$ cat src/rtl/vram_request_arbiter.sv
// Round-robin VRAM arbiter: N clients plus a periodic refresh share one memory controller.
// Refresh has deadline priority; missing a whole refresh interval sets a sticky overrun flag.
module vram_request_arbiter #(
  parameter int NUM_CLIENTS = 2,
  parameter int ADDR_W      = 23,
  parameter int DATA_W      = 32,
  parameter int MASK_W      = 4,
  parameter int REFRESH_INT = 840
) (
  input  logic                          clk,
  input  logic                          reset,
  input  logic [NUM_CLIENTS-1:0]        cl_req,
  input  logic [NUM_CLIENTS-1:0]        cl_we,
  input  logic [NUM_CLIENTS*ADDR_W-1:0] cl_addr,
  input  logic [NUM_CLIENTS*DATA_W-1:0] cl_wdata,
  input  logic [NUM_CLIENTS*MASK_W-1:0] cl_wmask,
  output logic [NUM_CLIENTS-1:0]        cl_ack,
  output logic [DATA_W-1:0]             cl_rdata,
  output logic                          mc_read,
  output logic                          mc_write,
  output logic                          mc_refresh,
  output logic [ADDR_W-1:0]             mc_addr,
  output logic [DATA_W-1:0]             mc_din,
  output logic [MASK_W-1:0]             mc_wdm,
  input  logic                          mc_busy,
  input  logic [DATA_W-1:0]             mc_dout,
  output logic                          refresh_overrun
);

  localparam int ID_W  = (NUM_CLIENTS > 1) ? $clog2(NUM_CLIENTS) : 1;
  localparam int CNT_W = $clog2(REFRESH_INT);

  localparam logic [1:0] ST_IDLE      = 2'd0;
  localparam logic [1:0] ST_ISSUE     = 2'd1;
  localparam logic [1:0] ST_WAIT_BUSY = 2'd2;
  localparam logic [1:0] ST_WAIT_DONE = 2'd3;

  logic [1:0]             state_q, state_d;
  logic [ID_W-1:0]        rr_q, rr_d;
  logic [ID_W-1:0]        id_q, id_d;
  logic                   we_q, we_d;
  logic                   is_ref_q, is_ref_d;
  logic [1:0]             wait_cnt_q, wait_cnt_d;
  logic [CNT_W-1:0]       ref_cnt_q, ref_cnt_d;
  logic                   ref_pend_q, ref_pend_d;
  logic                   overrun_q, overrun_d;
  logic                   mc_read_q, mc_read_d;
  logic                   mc_write_q, mc_write_d;
  logic                   mc_refresh_q, mc_refresh_d;
  logic [ADDR_W-1:0]      mc_addr_q, mc_addr_d;
  logic [DATA_W-1:0]      mc_din_q, mc_din_d;
  logic [MASK_W-1:0]      mc_wdm_q, mc_wdm_d;
  logic [NUM_CLIENTS-1:0] cl_ack_q, cl_ack_d;
  logic [DATA_W-1:0]      cl_rdata_q, cl_rdata_d;

  logic [ADDR_W-1:0] addr_a  [NUM_CLIENTS];
  logic [DATA_W-1:0] wdata_a [NUM_CLIENTS];
  logic [MASK_W-1:0] wmask_a [NUM_CLIENTS];

  genvar gi;
  generate
    for (gi = 0; gi < NUM_CLIENTS; gi++) begin : g_unpack
      assign addr_a[gi]  = cl_addr[gi*ADDR_W +: ADDR_W];
      assign wdata_a[gi] = cl_wdata[gi*DATA_W +: DATA_W];
      assign wmask_a[gi] = cl_wmask[gi*MASK_W +: MASK_W];
    end
  endgenerate

  // A client whose ack is showing this cycle is ignored so it can drop req without a re-grant.
  logic [NUM_CLIENTS-1:0] req_eff;
  logic [ID_W-1:0]        grant_id;
  logic                   grant_found;
  logic [ID_W:0]          rr_sum;

  assign req_eff = cl_req & ~cl_ack_q;

  always_comb begin
    grant_found = 1'b0;
    grant_id    = rr_q;
    rr_sum      = '0;
    // Descending scan so the nearest index at or after the pointer wins.
    for (int k = NUM_CLIENTS - 1; k >= 0; k--) begin
      rr_sum = {1'b0, rr_q} + (ID_W+1)'(k);
      if (rr_sum >= (ID_W+1)'(NUM_CLIENTS)) rr_sum = rr_sum - (ID_W+1)'(NUM_CLIENTS);
      if (req_eff[rr_sum[ID_W-1:0]]) begin
        grant_found = 1'b1;
        grant_id    = rr_sum[ID_W-1:0];
      end
    end
  end

  logic ref_wrap;
  logic issuing_ref;

  assign ref_wrap    = (ref_cnt_q == CNT_W'(REFRESH_INT - 1));
  assign issuing_ref = (state_q == ST_ISSUE) && is_ref_q;

  always_comb begin
    state_d      = state_q;
    rr_d         = rr_q;
    id_d         = id_q;
    we_d         = we_q;
    is_ref_d     = is_ref_q;
    wait_cnt_d   = wait_cnt_q;
    mc_addr_d    = mc_addr_q;
    mc_din_d     = mc_din_q;
    mc_wdm_d     = mc_wdm_q;
    cl_rdata_d   = cl_rdata_q;
    mc_read_d    = 1'b0;
    mc_write_d   = 1'b0;
    mc_refresh_d = 1'b0;
    cl_ack_d     = '0;

    ref_cnt_d  = ref_wrap ? '0 : ref_cnt_q + CNT_W'(1);
    ref_pend_d = ref_wrap ? 1'b1 : (issuing_ref ? 1'b0 : ref_pend_q);
    overrun_d  = overrun_q | (ref_wrap & ref_pend_q & ~issuing_ref);

    case (state_q)
      ST_IDLE: begin
        if (!mc_busy) begin
          if (ref_pend_q) begin
            is_ref_d     = 1'b1;
            mc_refresh_d = 1'b1;
            state_d      = ST_ISSUE;
          end else if (grant_found) begin
            is_ref_d   = 1'b0;
            id_d       = grant_id;
            we_d       = cl_we[grant_id];
            mc_read_d  = ~cl_we[grant_id];
            mc_write_d = cl_we[grant_id];
            mc_addr_d  = addr_a[grant_id];
            mc_din_d   = wdata_a[grant_id];
            mc_wdm_d   = wmask_a[grant_id];
            state_d    = ST_ISSUE;
          end
        end
      end
      ST_ISSUE: begin
        wait_cnt_d = '0;
        state_d    = ST_WAIT_BUSY;
      end
      ST_WAIT_BUSY: begin
        // A controller that never raises busy is treated as having finished after 4 cycles.
        if (mc_busy || wait_cnt_q == 2'd3) state_d = ST_WAIT_DONE;
        else wait_cnt_d = wait_cnt_q + 2'd1;
      end
      default: begin
        if (!mc_busy) begin
          state_d = ST_IDLE;
          if (!is_ref_q) begin
            cl_ack_d[id_q] = 1'b1;
            if (!we_q) cl_rdata_d = mc_dout;
            rr_d = (id_q == ID_W'(NUM_CLIENTS - 1)) ? '0 : id_q + ID_W'(1);
          end
        end
      end
    endcase
  end

  always_ff @(posedge clk) begin
    if (reset) begin
      state_q      <= ST_IDLE;
      rr_q         <= '0;
      id_q         <= '0;
      we_q         <= 1'b0;
      is_ref_q     <= 1'b0;
      wait_cnt_q   <= '0;
      ref_cnt_q    <= '0;
      ref_pend_q   <= 1'b0;
      overrun_q    <= 1'b0;
      mc_read_q    <= 1'b0;
      mc_write_q   <= 1'b0;
      mc_refresh_q <= 1'b0;
      mc_addr_q    <= '0;
      mc_din_q     <= '0;
      mc_wdm_q     <= '0;
      cl_ack_q     <= '0;
      cl_rdata_q   <= '0;
    end else begin
      state_q      <= state_d;
      rr_q         <= rr_d;
      id_q         <= id_d;
      we_q         <= we_d;
      is_ref_q     <= is_ref_d;
      wait_cnt_q   <= wait_cnt_d;
      ref_cnt_q    <= ref_cnt_d;
      ref_pend_q   <= ref_pend_d;
      overrun_q    <= overrun_d;
      mc_read_q    <= mc_read_d;
      mc_write_q   <= mc_write_d;
      mc_refresh_q <= mc_refresh_d;
      mc_addr_q    <= mc_addr_d;
      mc_din_q     <= mc_din_d;
      mc_wdm_q     <= mc_wdm_d;
      cl_ack_q     <= cl_ack_d;
      cl_rdata_q   <= cl_rdata_d;
    end
  end

  assign cl_ack          = cl_ack_q;
  assign cl_rdata        = cl_rdata_q;
  assign mc_read         = mc_read_q;
  assign mc_write        = mc_write_q;
  assign mc_refresh      = mc_refresh_q;
  assign mc_addr         = mc_addr_q;
  assign mc_din          = mc_din_q;
  assign mc_wdm          = mc_wdm_q;
  assign refresh_overrun = overrun_q;

endmodule

$ cat config.mk
export PLATFORM = sky130hd
export DESIGN_NAME = vram_request_arbiter
export DESIGN_NICKNAME = d
export VERILOG_FILES = /design/src/rtl/vram_request_arbiter.sv
export SDC_FILE = /design/constraint.sdc
export NUM_CORES = 1
export LEC_CHECK = 0
export ABC_AREA = 0
export CAP_MARGIN = 5
export CORE_ASPECT_RATIO = 0.7
export CORE_UTILIZATION = 42
export DETAILED_ROUTE_END_ITERATION = 8
export GPL_TIMING_DRIVEN = 0
export HOLD_SLACK_MARGIN = 0.08
export PLACE_DENSITY = 0.84
export RECOVER_POWER = 25
export SETUP_SLACK_MARGIN = 0.15
export SLEW_MARGIN = 20
export SYNTH_ARGS = -nofsm -noshare
export SYNTH_HDL_FRONTEND = slang
export SYNTH_SLANG_ARGS = --single-unit
$ cat constraint.sdc
create_clock -name clk -period 3.85 [get_ports clk]
set_clock_uncertainty 0.05 [all_clocks]
set_input_delay 0.77 -clock clk [delete_from_list [all_inputs] [get_ports clk]]
set_output_delay 0.77 -clock clk [all_outputs]
set_load 0.05 [all_outputs]
Yosys cells after proc, flatten, opt, wreduce, memory -nomap -nowiden
Index checks and enable logic that the tools add are counted.
{"block": "totals", "reg_bits": 116, "output_inout_bits": 97, "wordCells": 110}
{"block": "op_classes", "add_sub_neg": 6, "order_cmp": 8, "eq_ne": 9, "muxes": 37, "bitwise_logic": 15, "n_reduce_logical": 18}
{"op": "two-way mux 32 bit", "n": 3}
{"op": "two-way mux 23 bit", "n": 3}
{"op": "two-way mux 1 bit", "n": 19}
{"op": "two-way mux 2 bit", "n": 6}
{"op": "two-way mux 4 bit", "n": 3}
{"op": "AND reduction 4 bit", "n": 3}
{"op": "adder 10 x 1 -> 10 bit, second input constant", "n": 1}
{"op": "== test 10 bit, second input constant", "n": 1}
{"op": "inverter 1 bit", "n": 9}
{"op": "< comparator 1 x 2 -> 1 bit, second input constant", "n": 4}
{"op": "!= test 2 bit, second input constant", "n": 3}
{"op": "one-hot mux 2 bit (3 select lines)", "n": 1}
{"op": "AND reduction 3 bit", "n": 2}
{"op": "nonzero test 2 bit", "n": 3}
{"op": "OR reduction 3 bit", "n": 2}
{"op": "OR reduction 6 bit", "n": 1}
{"op": "OR reduction 5 bit", "n": 1}
{"op": "== test 2 bit, second input constant", "n": 2}
{"op": "greater-or-equal comparator 2 bit, second input constant", "n": 2}
{"op": "one-hot mux 2 bit (2 select lines)", "n": 1}
{"op": "!= test 3 x 1 -> 1 bit, second input constant", "n": 1}
{"op": "!= test 3 bit, second input constant", "n": 1}
{"op": "adder 1 x 1 -> 2 bit, second input constant", "n": 1}
{"op": "adder 2 x 1 -> 2 bit, second input constant", "n": 1}
{"op": "other kinds (16)", "n": 19}

Logic depth before layout (Yosys ltp)
Gate-level depths: netlist (run 1).
{"block": "depth", "depth_word": 11, "mapped_depth": 6, "ltp_nobuf": 6}

Worst setup path before layout (run 1)
No wires, ideal clock.
{"block": "synth_timing", "kind": "input -> register", "from": "input cl_req[1]", "to": "register id_q", "setup_time_ps": 114, "arrival_time_ps": 1739, "t_required_ps": 3686, "setup_slack_ps": 1947, "path_stages": 6, "path_cell_list": "nor2b_4 > maj3_2 > buf_6 > buf_6 > nor2b_4 > a21o_1"}
{"block": "synth_via", "elab_chain_cells": 6, "word_cells_on_any_way": 10}
{"element": "start, declared", "line": "12", "text": "input logic [NUM_CLIENTS-1:0] cl_req,"}
{"element": "bitwise AND 2 bit *", "line": "75", "text": "assign req_eff = cl_req & ~cl_ack_q;"}
{"element": "two-way mux 1 bit (implied by the code) (2 in series)", "line": "85", "text": "if (req_eff[rr_sum[ID_W-1:0]]) begin"}
{"element": "two-way mux 1 bit (2 in series)", "line": "85"}
{"element": "AND reduction 4 bit (no line)"}
{"element": "end signal, assigned", "line": "182", "text": "id_q <= id_d;"}
{"element": "end, declared", "line": "40", "text": "logic [ID_W-1:0] id_q, id_d;"}
Every way passes the cells marked *; elsewhere a longest branch is shown, timed or not. The select of a mux whose other input is x is not followed.
A chain may end at the register's enable or synchronous reset.

Worst setup path after layout (run 1)
{"block": "layout_timing", "from": "input cl_req[0]", "to": "register mc_din_q[22] (netlist: mc_din[22])"}
{"block": "layout_via", "elab_chain_cells": 9, "word_cells_on_any_way": 14}
{"element": "bitwise AND 2 bit *", "line": "75"}
{"element": "two-way mux 1 bit (implied by the code) (2 in series)", "line": "85"}
{"element": "two-way mux 1 bit (2 in series)", "line": "85"}
{"element": "inverter 1 -> 2 bit (implied by the code)", "line": "132", "text": "mc_din_d = wdata_a[grant_id];"}
{"element": "two-way mux 32 bit (implied by the code) (3 in series)", "line": "132"}
{"element": "end signal, assigned", "line": "193", "text": "mc_din_q <= mc_din_d;"}
{"element": "end, declared", "line": "51", "text": "logic [DATA_W-1:0] mc_din_q, mc_din_d;"}
Marked as above.

==> results of run 1 <==
kinds of logic (layout without fill, tap and decap cells):
family / count (synthesis) / count (layout) / share of synthesized area
AOI/OAI and AO/OA: 108 / 108 / 0.171
xor gates and xnor gates: 8 / 8 / 0.0150
adders and majority gates: 7 / 7 / 0.0185
buffers and inverters: 37 / 321 / 0.0441
DFF: 116 / 116 / 0.499
muxes: 62 / 62 / 0.133
and+or+nand+nor: 122 / 122 / 0.120
how the worst max path moves through the flow:
stage | start | endpoint | slack, ps | depth (start not counted)
4_1_cts | cl_ack[1] | cl_ack[1] | 1370 | 1
2_1_floorplan | cl_req[1] | id_q | 1950 | 6
5_1_grt | cl_req[0] | mc_din[25] | 930 | 5
3_5_place_dp | cl_req[0] | mc_din[25] | 1060 | 5
3_3_place_gp | cl_req[0] | mc_din[3] | 1140 | 5
6_report | cl_req[0] | mc_din[22] | 1060 | 5
critical path, stage by stage:
cell and delay [ps]:
sky130_fd_sc_hd__clkdlybuf4s50_1 460, sky130_fd_sc_hd__nor2b_1 170, sky130_fd_sc_hd__o2111ai_1 930, sky130_fd_sc_hd__clkbuf_1 470, sky130_fd_sc_hd__o2bb2ai_1 180
final cells by class:
class,count,area (um^2),area share
timing repair buffer,252,2520,0.314
tap,148,185,0.0231
sequential,116,2320,0.289
multi-input combinational,307,2110,0.263
clock buffer,24,502,0.0625
clock inverter,8,193,0.0240
inverter,6,22.5,0.00280
buffer,31,176,0.0220
per-stage QoR:
stage | power, uW | setup slack [ps] | hold WS (ps)
2_1_floorplan | 1830 | 1950 | 364
3_3_place_gp | 2190 | 1140 | 379
3_5_place_dp | 2200 | 1060 | 395
4_1_cts | 4040 | 1370 | 403
5_1_grt | 4150 | 934 | 413
6_report | 4020 | 1060 | 401
state kept, by name (all words and copies together) (netlist names), 2 cells and up:
| name | cells |
|---|---|
| cl_ack | 2 |
| mc_wdm | 4 |
| mc_din | 32 |
| state_q | 2 |
| cl_rdata | 32 |
| wait_cnt_q | 2 |
| ref_cnt_q | 10 |
| mc_addr | 23 |
layer usage:
metal  share of wire  wire length [um]  track usage
met1            0.40              6040        0.288
met2            0.51              7620        0.463
met3           0.068              1020       0.0685
met4           0.022               325        0.116
met5               0                 0            0
cells in the mapped netlist (2+ instances only):
| cell | count |
|---|---|
| sky130_fd_sc_hd__nand4_1 | 4 |
| sky130_fd_sc_hd__a21oi_1 | 35 |
| sky130_fd_sc_hd__o2bb2ai_1 | 60 |
| sky130_fd_sc_hd__ha_1 | 6 |
| sky130_fd_sc_hd__dfxtp_1 | 116 |
| sky130_fd_sc_hd__a22oi_1 | 2 |
| sky130_fd_sc_hd__buf_1 | 2 |
| sky130_fd_sc_hd__buf_6 | 7 |
| sky130_fd_sc_hd__clkbuf_1 | 11 |
| sky130_fd_sc_hd__buf_2 | 11 |
| sky130_fd_sc_hd__inv_1 | 6 |
| sky130_fd_sc_hd__mux2i_1 | 62 |
| sky130_fd_sc_hd__o21ai_0 | 4 |
| sky130_fd_sc_hd__and3_1 | 2 |
| sky130_fd_sc_hd__a31oi_1 | 2 |
| sky130_fd_sc_hd__nor3_1 | 2 |
| sky130_fd_sc_hd__xnor2_1 | 5 |
| sky130_fd_sc_hd__nor2b_1 | 3 |
| sky130_fd_sc_hd__nor2b_4 | 2 |
| sky130_fd_sc_hd__nand3_1 | 5 |
| sky130_fd_sc_hd__xor2_1 | 3 |
| sky130_fd_sc_hd__nand2_1 | 69 |
| sky130_fd_sc_hd__nor2_1 | 26 |
report_power, final:
group,total [uW],leakage [uW],switching (uW),internal (uW)
sequential,1330,0.000944,50.8,1280
combinational,851,0.00164,478,373
clock,1830,0.000337,533,1300
total,4020,0.00292,1060,2960
==> results summary, run 1 <==
The maximum number of pins on one net before global-route repair is 17. The worst setup path is launched from an input pin. For hold timing, the worst endpoint is ref_cnt_q[0]. The number of instances in the synthesized netlist is between 400 and 500. After detailed routing, the number of remaining DRC violations is 0. The power per cell area is 500 nW/um^2.

The clock-pin slew of the registers on the worst-case setup and hold paths came out at 50 ps. Hold repair after CTS inserted 0 buffers. The total routed wirelength came out at 15.0 mm. Fill cells in the final layout number around 760. The worst register-to-register path has a setup slack of about 1600 ps.

The average cell area after synthesis came out at 10.1 um^2. The hold violation total from the final report is 0. In this run the cell area measured after placement is roughly 7400 um^2. Synthesis produced a netlist with a net count of 623.

The largest voltage drop on the vdd net came out at 0.470 mV. In this run the critical register-to-register path is launched from cl_ack[1]. The maximum achievable frequency is ~360 MHz. The arrival time of data at the critical path endpoint is 2990 ps.

The clock latency reported for the late side of the worst-skew pair came out at 400 ps. The post-layout minimum cycle time came out at between 2000 and 3000 ps. The placeable core area is 10600 um^2. In this run, post-CTS repair resized a total of 0 instances. The full die area is 11500 um^2. In this run, synthesis inferred 0 flip-flops with an integrated enable. The clock net sink count is 116. The synthesized netlist occupies a cell area of 4660 um^2. The number of optimization iterations in the first detailed-route pass came out at 4. In this run the critical register-to-register path is captured at mc_din[22].

Leaving out filler cells and counting taps, the final layout contains 892. The share of async-settable or async-resettable flops after synthesis is 0. Yosys attributes the largest share of cell area to sky130_fd_sc_hd__dfxtp_1, sky130_fd_sc_hd__mux2i_1, sky130_fd_sc_hd__o2bb2ai_1. The number of placed instances with taps included came out at 860.

The library cell used most frequently in the layout, excluding fill and tap cells, is sky130_fd_sc_hd__clkdlybuf4s50_1. After global routing the overflow that remains totals 0. The number of placed I/O pins is 254. Counting the buffers created by CTS gives 17. The first-pass GRT wire length came out at 23.3 mm. At the worst endpoint, the required time is 4050 ps. For this run, the register share of the synthesized area comes to 0.499.

The number of cells on the worst reg-to-reg path is 4. The via count of the first global-routing pass came out at 4627. The last weighted congestion value of the routability-driven placer is 0.825.

The cell area after layout is 8030 um^2. Once the clock tree was built, the setup fixing pass inserted 0 buffers. The highest net fanout along the worst path is 10. The leakage power is 0.00292 uW.

Setup repair after global routing left no endpoint under its margin. The count of synthesis-stage warnings from yosys came out at 0. The portion of the clock cycle consumed by the worst path in the final layout is 0.725.

The ratio of cells with drive above 1 in the final layout is 0.0659. In this run, synthesis produced a sequential element count of 116. Relative to the synthesized area, the layout overhead comes to 72.4%. The overall fraction of global-route tracks in use came out at 0.260. The depth of the worst hold-timing path came out at 1.

STA classifies the critical path endpoint as a register. For this run, the share of the core covered by cells in the final layout is 0.761. The count of nets left with antenna violations after detail routing is 0. The tightest min-delay check is of the register to register type. The maximum level of the CTS H-tree came out at 4. The tightest slew margin relative to the limit is 0.211.

The final route contains 4445 vias. The top-area cell type share of the netlist area is 0.499. The largest area contributor in the synthesized netlist is sky130_fd_sc_hd__dfxtp_1. For this run, the leading register cell type out of synthesis is sky130_fd_sc_hd__dfxtp_1. The detailed placement HPWL is 11.0 mm. The detailed router's first-iteration violation count came out at 127. The number of inserted diodes came out at 0. The number of vias per cell after detailed routing is 4.98. The number of antenna violations at the first check in global routing is 0. The buffer depth of the longest clock path came out at 2. The number of rows in the core area is 31. The number of failing setup endpoints in the final timing report is 0. The wire length per cell after detailed routing is 16.8 um.

For the pin with the worst max-slew slack, the measured transition is 1180 ps. The die boundary width is 128 um. The top cell types in the final layout, fill and taps aside, are sky130_fd_sc_hd__clkdlybuf4s50_1, sky130_fd_sc_hd__dfxtp_1, sky130_fd_sc_hd__nand2_1, sky130_fd_sc_hd__mux2i_1, sky130_fd_sc_hd__o2bb2ai_1. The number of nets in the final layout is 894. The number of max-capacitance violations reported is 0. The die boundary height came out at roughly 90 um. Input and output buffers added on the ports amount to 252.

The final number of max-transition violations is 0. The root buffer cell is sky130_fd_sc_hd__clkbuf_16. The effective utilization at floorplan is 0.442. The critical path start-end classification is input pin to register. The worst hold path begins at ref_cnt_q[0]. The number of distinct standard cells referenced by the synthesized netlist came out at 38. The post-route setup TNS came out at 0 ps.

The CTS tree is yes. The run finished with clean final reports.
Power figures use the tool's default switching activity.
==> run 2: changes to the inputs <==
Settings changed: CORE_UTILIZATION 42 to 35, PLACE_DENSITY 0.84 to 0.74.
Clock period 3.85 ns to 2.4 ns, I/O delays scaled along.
==> run 2 against run 1 <==
- global-route usage is 5.3 points lower
- wire length decreased by 5.2%
- setup slack lost 800 ps
- combinational power up 60%
- core utilization shrank 13 points
- final cell count up 1.6%
- design area is 0.93% lower
- via count is 2.1% lower
- highest routed layer unchanged
==> results summary, run 2 (synthesis results as in run 1) <==
The flow ran to the end, and the final reports show no timing, DRC or antenna violations. The required time of the worst setup path is 1870 ps (-2180 ps). The count of nets left with antenna violations after detail routing was 0 (unchanged). The number of inserted diodes came to 0 (unchanged).

The type of the tightest min-delay check is input pin to register. The ratio of cells with drive above 1 in the final layout came out at 0.0712 (+0.00538). The worst-margin pin slew came out at 714 ps (-469 ps).

The number of vias per cell after detailed routing is 4.80 (-3.6%). The via count of the first global-routing pass is 4451 (-3.8%). The arrival time of data at the critical path endpoint came out at 1610 ps (-1380 ps). The die boundary height is 98.5 um (+9.3%). The signal on the critical path passes through clkdlybuf4s50_1. The total routed wirelength came out at 14.2 mm (-5.2%). The placeable core area came out at 12700 um^2 (+20%). The maximum cell stage delay along the critical path was 840 ps (-90 ps). The via total after detailed routing is 4353 (-2.1%).

Clock tree synthesis selected as its root buffer the cell sky130_fd_sc_hd__clkbuf_16. The number of filler instances in the final layout came out at 1034 (+36%). The number of placed I/O pins was 254 (unchanged). The largest voltage drop on the vdd net came out at 0.484 mV (+3.0%). The post-layout minimum cycle time is 2140 ps.

The number of buffers inserted to repair setup after CTS is 0 (unchanged). The power per cell area is 749 nW/um^2 (+50%). The last weighted congestion value of the routability-driven placer came to 0.840 (+1.8%).

The category of the worst setup path capture point is an output pin. The full die area is 13800 um^2 (+20%). The number of antenna violations at the first check in global routing came out at 0 (unchanged).

The post-cts hold buffer count came out at 0 (unchanged). The number of max-capacitance violations reported came out at 0 (unchanged). Setup repair after global routing left no endpoint under its margin. The clock net sink count is 116 (unchanged). The non-filler instance count after layout is 906 (+1.6%).

The clock latency reported for the late side of the worst-skew pair is 390 ps (about the same). The number of nets in the final layout is 894 (unchanged). The maximum number of pins on one net before global-route repair came to 17 (unchanged). The final hold slack is 339 ps (-62.1 ps). The library cells used most frequently in the layout, excluding fill and tap cells, are sky130_fd_sc_hd__clkdlybuf4s50_1, sky130_fd_sc_hd__dfxtp_1, sky130_fd_sc_hd__nand2_1, sky130_fd_sc_hd__mux2i_1, sky130_fd_sc_hd__o2bb2ai_1. By startpoint and endpoint, the worst setup path is classified as register to output pin. The buffer depth of the longest clock path came out at 2 (unchanged). The hold violation total from the final report is 0 (unchanged).

The number of rows in the core area is 34 (+9.7%). The number of optimization iterations in the first detailed-route pass is 4 (unchanged). The maximum level of the CTS H-tree came to 4 (unchanged). In this design, the largest share of critical-path delay is due to buffers and inverters. The final number of max-transition violations is 0 (unchanged).

The worst setup path is launched from a register. The number of failing setup endpoints in the final timing report came out at 0 (unchanged). The number of I/O port buffers is 252 (unchanged). The highest net fanout along the worst path is 3 (-7). The wire length per cell after detailed routing came to 15.7 um (-6.7%). The first-pass GRT wire length is 22.3 mm (-4.1%). The count of buffering cells on the critical path with inverters included is 1 (-1). The overall power of the completed layout came out at 5960 uW (+48%).

The die boundary width is 140 um (+9.4%). The portion of the clock cycle consumed by the worst path in the final layout is 0.894. From synthesis to final layout, the design area changed by 70.8%. The number of gates given a new drive strength after cts is 0 (unchanged). Leaving out fill and tap cells, the most frequent cell in the layout is sky130_fd_sc_hd__clkdlybuf4s50_1. The tightest slew margin relative to the limit came out at 0.524 (+0.313). The critical-path cell with the highest stage delay is sky130_fd_sc_hd__clkdlybuf4s50_1. The effective utilization at floorplan came out at 0.367 (-0.0741). The detailed router's first-iteration violation count is 103 (-19%). The number of placed instances with taps included came out at 874 (+1.6%).

The overall fraction of global-route tracks in use came out at 0.207 (-0.0526). The total clock buffers created by CTS is 17 (unchanged). The post-route setup TNS came out at 0 ps (unchanged).

The number of design rule violations left after detail routing came out at 0 (unchanged). The detailed placement HPWL came out at 11.0 mm (+0.63%). The clock-pin slew of the registers on the worst-case setup and hold paths came out at 50 ps (about the same). The maximum achievable frequency is roughly 470 MHz.

The leakage power is 0.00287 uW (-1.8%). The total overflow reported by the global router is 0 (unchanged). The CTS tree is yes.
-- run 2: changes by cell type in the layout (fill, tap and decap cells not counted), sizes merged --
| cell | delta |
|---|---|
| clkinv | +5 |
| clkinvlp | +3 |
| buf | +2 |
| clkbuf | -6 |
| bufinv | -4 |
-- run 2: through the flow --
step / util / worst slack (ps) / cell area (um^2)
finish: 0.628 / 256 / 7960
floorplan: - / 639 / 4660
detailed placement: 0.582 / -114 / 7380
CTS: 0.629 / 225 / 7970
global placement: 0.582 / -39.3 / 7380
global route: 0.628 / 132 / 7960
-- run 2: final timing paths --
check	startpoint	to	slack [ps]	cells after the start
max	cl_ack[1]	cl_ack[1]	260	1
min	reset	cl_rdata[8]	340	2
max reg2reg	state_q[0]	mc_din[17]	400	6
min reg2reg	id_q	cl_ack[0]	390	1
-- run 2: layer usage --
layer  share of wire  up-vias  track usage  routed length, um
li1                -     2180            -                  -
met1            0.43     2003        0.242               6050
met2            0.50      160        0.363               7080
met3           0.067       10       0.0578                953
met4          0.0089        0       0.0778                126
met5               0        -            0                  0
-- run 2: report_power, final --
| part | total, uW | leakage (uW) | internal [uW] | switching (uW) |
|---|---|---|---|---|
| Clock | 2460 | 0.000278 | 1580 | 882 |
| Sequential | 2140 | 0.000944 | 2060 | 77.3 |
| Combinational | 1360 | 0.00165 | 598 | 763 |
| Total | 5960 | 0.00287 | 4240 | 1720 |
-- run 2: layout make-up --
cell class / instances / area [um^2] / area share
plain buffers: 31 / 178 / 0.0223
repair buffers: 252 / 2520 / 0.317
flip-flops and latches: 116 / 2320 / 0.292
inverters: 6 / 22.5 / 0.00283
multi-input cells: 307 / 2120 / 0.267
clock inverters: 12 / 131 / 0.0165
clock buffers: 20 / 457 / 0.0574
well taps: 162 / 203 / 0.0255
==> run 3: changes to the inputs <==
Settings changed: CORE_MARGIN set to 2.
==> run 3 against run 2 <==
- global-route usage shrank 1.2 points
- via count grew 0.37%
- die area grew 3.5%
- wire length is essentially flat
- critical endpoint unchanged
==> results summary, run 3 (synthesis results as in run 1) <==
The flow ran to the end, and the final reports show no timing, DRC or antenna violations. The die boundary height is 101 um (+2.0%). The clock-pin slew of the registers on the worst-case setup and hold paths is 50 ps (about the same).

The number of vias per cell after detailed routing is 4.81 (about the same). The total overflow reported by the global router was 0 (unchanged). The share of total power consumed by net switching came out at 0.279 (-0.0105). The setup slack at placement came out at -96.5 ps (+17.7 ps). The highest net fanout along the worst path came out at 3 (unchanged). The number of buffers inserted to repair setup after CTS is 0 (unchanged). The full die area came out at 14300 um^2 (+3.5%). The clock net sink count came out at 116 (unchanged). The placeable core area came out at 13100 um^2 (+3.3%). The power share of the clock group is 0.421 (+0.008). The final hold slack was 337 ps (-1.72 ps). The area overhead of the layout relative to synthesis came out at 71.1%.

The maximum level of the CTS H-tree is 4 (unchanged). The overall power of the completed layout came out at 6040 uW (+1.4%). The switching power came out at 1680 uW (-2.3%).

The hold violation total from the final report is 0 (unchanged). The detailed placement HPWL is 11.1 mm (+0.48%). Walking the worst path, the cells encountered are clkdlybuf4s50_1. The ratio of cells with drive above 1 in the final layout came to 0.0686 (-0.00260). The worst-margin pin slew is 641 ps (-72.3 ps). The number of inserted diodes came to 0 (unchanged). The clock latency reported for the late side of the worst-skew pair came out at 390 ps (about the same). The portion of the clock cycle consumed by the worst path in the final layout is 0.895 (+0.00169).

The worst register-to-register path begins at state_q[0]. The total placed instance area is 7390 um^2 (about the same). The maximum number of pins on one net before global-route repair is 17 (unchanged). The part of the total power dissipated in sequential elements is 0.353 (-0.005).

The tightest slew margin relative to the limit was 0.572 (+0.0482). Leaving out fill and tap cells, the most frequent cell in the layout is sky130_fd_sc_hd__clkdlybuf4s50_1. The required time of the worst setup path is 1870 ps (about the same). The number of antenna violations at the first check in global routing was 0 (unchanged). The total routed wirelength is 14.2 mm (about the same). The via count of the first global-routing pass came out at 4439 (-0.27%). The number of placed I/O pins is 254 (unchanged). The via total after detailed routing came out at 4369 (+0.37%).

The number of design rule violations left after detail routing is 0 (unchanged). The maximum achievable frequency is 465 MHz (-0.19%). The combinational power share came out at 0.226 (-0.002).

The count of nets left with antenna violations after detail routing came out at 0 (unchanged). Setup repair after global routing left no endpoint under its margin. The cell area after layout came out at 7970 um^2 (+0.16%).

The largest voltage drop on the vdd net was 0.466 mV (-3.8%). The critical path start-end classification is register to output pin. The number of max-capacitance violations reported is 0 (unchanged). The worst hold path begins at reset. The maximum cell stage delay along the critical path came out at 840 ps (about the same). The top cell types in the final layout, fill and taps aside, are sky130_fd_sc_hd__clkdlybuf4s50_1, sky130_fd_sc_hd__dfxtp_1, sky130_fd_sc_hd__nand2_1, sky130_fd_sc_hd__mux2i_1, sky130_fd_sc_hd__o2bb2ai_1. The number of I/O port buffers is 252 (unchanged).

The number of gates given a new drive strength after cts is 0 (unchanged). The min-delay analysis places its worst path in the category input pin to register. The number of rows in the core area came out at 35 (+2.9%). The overall fraction of global-route tracks in use is 0.195 (-0.0123). The number of nets in the final layout came to 894 (unchanged). The internal cell power came out at 4360 uW (+2.9%).

The power per cell area was 758 nW/um^2 (+1.2%). The kind of cell with the highest combined delay along the critical path is buffers and inverters. The die boundary width is 142 um (+1.4%).

The number of optimization iterations in the first detailed-route pass is 4 (unchanged). TritonCTS built the clock tree. The first-pass GRT wire length came to 22.0 mm (-1.4%). The worst setup path is launched from a register. The detailed router's first-iteration violation count came out at 110 (+6.8%).

The count of buffering cells on the critical path with inverters included is 1 (unchanged). The arrival time of data at the critical path endpoint is 1620 ps (about the same). The total clock buffers created by CTS came out at 17 (unchanged). Clock tree synthesis selected as its root buffer the cell sky130_fd_sc_hd__clkbuf_16. The wire length per cell after detailed routing is 15.6 um (-0.30%). The final number of max-transition violations came to 0 (unchanged). The post-layout minimum cycle time is 2150 ps (+4.05 ps). The critical-path cell with the highest stage delay is sky130_fd_sc_hd__clkdlybuf4s50_1. The number of failing setup endpoints in the final timing report came out at 0 (unchanged). The worst setup slack after layout came out at 251 ps (-4.05 ps). The last weighted congestion value of the routability-driven placer came to 0.815 (-3.0%).

The buffer depth of the longest clock path is 2 (unchanged). The post-cts hold buffer count is 0 (unchanged). STA classifies the critical path endpoint as an output pin. The startpoint of the worst setup timing path is cl_ack[1].

The leakage power came out at 0.00288 uW (+0.25%). The effective utilization at floorplan is 0.356 (-0.0117).
## run 3: area by class of cell
| type | instances | area [um^2] |
|---|---|---|
| fill | 1081 | 5120 |
| timing repair buffer | 252 | 2520 |
| sequential | 116 | 2320 |
| multi-input combinational | 307 | 2120 |
| clock buffer | 22 | 474 |
| tap | 166 | 208 |
| buffer | 31 | 171 |
| clock inverter | 9 | 128 |
| inverter | 6 | 22.5 |
## run 3: per-stage QoR
| step | cells | util | setup TNS, ps |
|---|---|---|---|
| final | 909 | 0.609 | 0 |
| after global routing | 909 | 0.609 | 0 |
| after CTS | 909 | 0.610 | 0 |
| after detailed placement | 878 | 0.564 | -2780 |
| after global placement | 878 | 0.564 | -1180 |
| after floorplan | 460 | - | 0 |
## run 3: power by group through the flow
stage / combinational, uW / clock (uW) / sequential [uW]
floorplan: 376 / 0 / 2560
global placement: 1350 / 0 / 2170
detailed placement: 1370 / 0 / 2170
CTS: 1380 / 2600 / 2130
global route: 1440 / 2690 / 2150
finish: 1360 / 2550 / 2130
## run 3: final timing paths
| kind | endpoint | slack (ps) | cells past startpoint |
|---|---|---|---|
| worst max-delay path | cl_ack[1] | 250 | 1 |
| worst min-delay path | cl_rdata[8] | 340 | 2 |
| worst max register to register | mc_addr[0] | 400 | 6 |
| worst min register to register | cl_ack[0] | 390 | 1 |
## run 3: routing by layer
metal / track usage / part of all wire / routed length, um
met1: 0.240 / 0.44 / 6200
met2: 0.333 / 0.49 / 6920
met3: 0.0537 / 0.063 / 892
met4: 0.0631 / 0.014 / 200
met5: 0 / 0 / 0
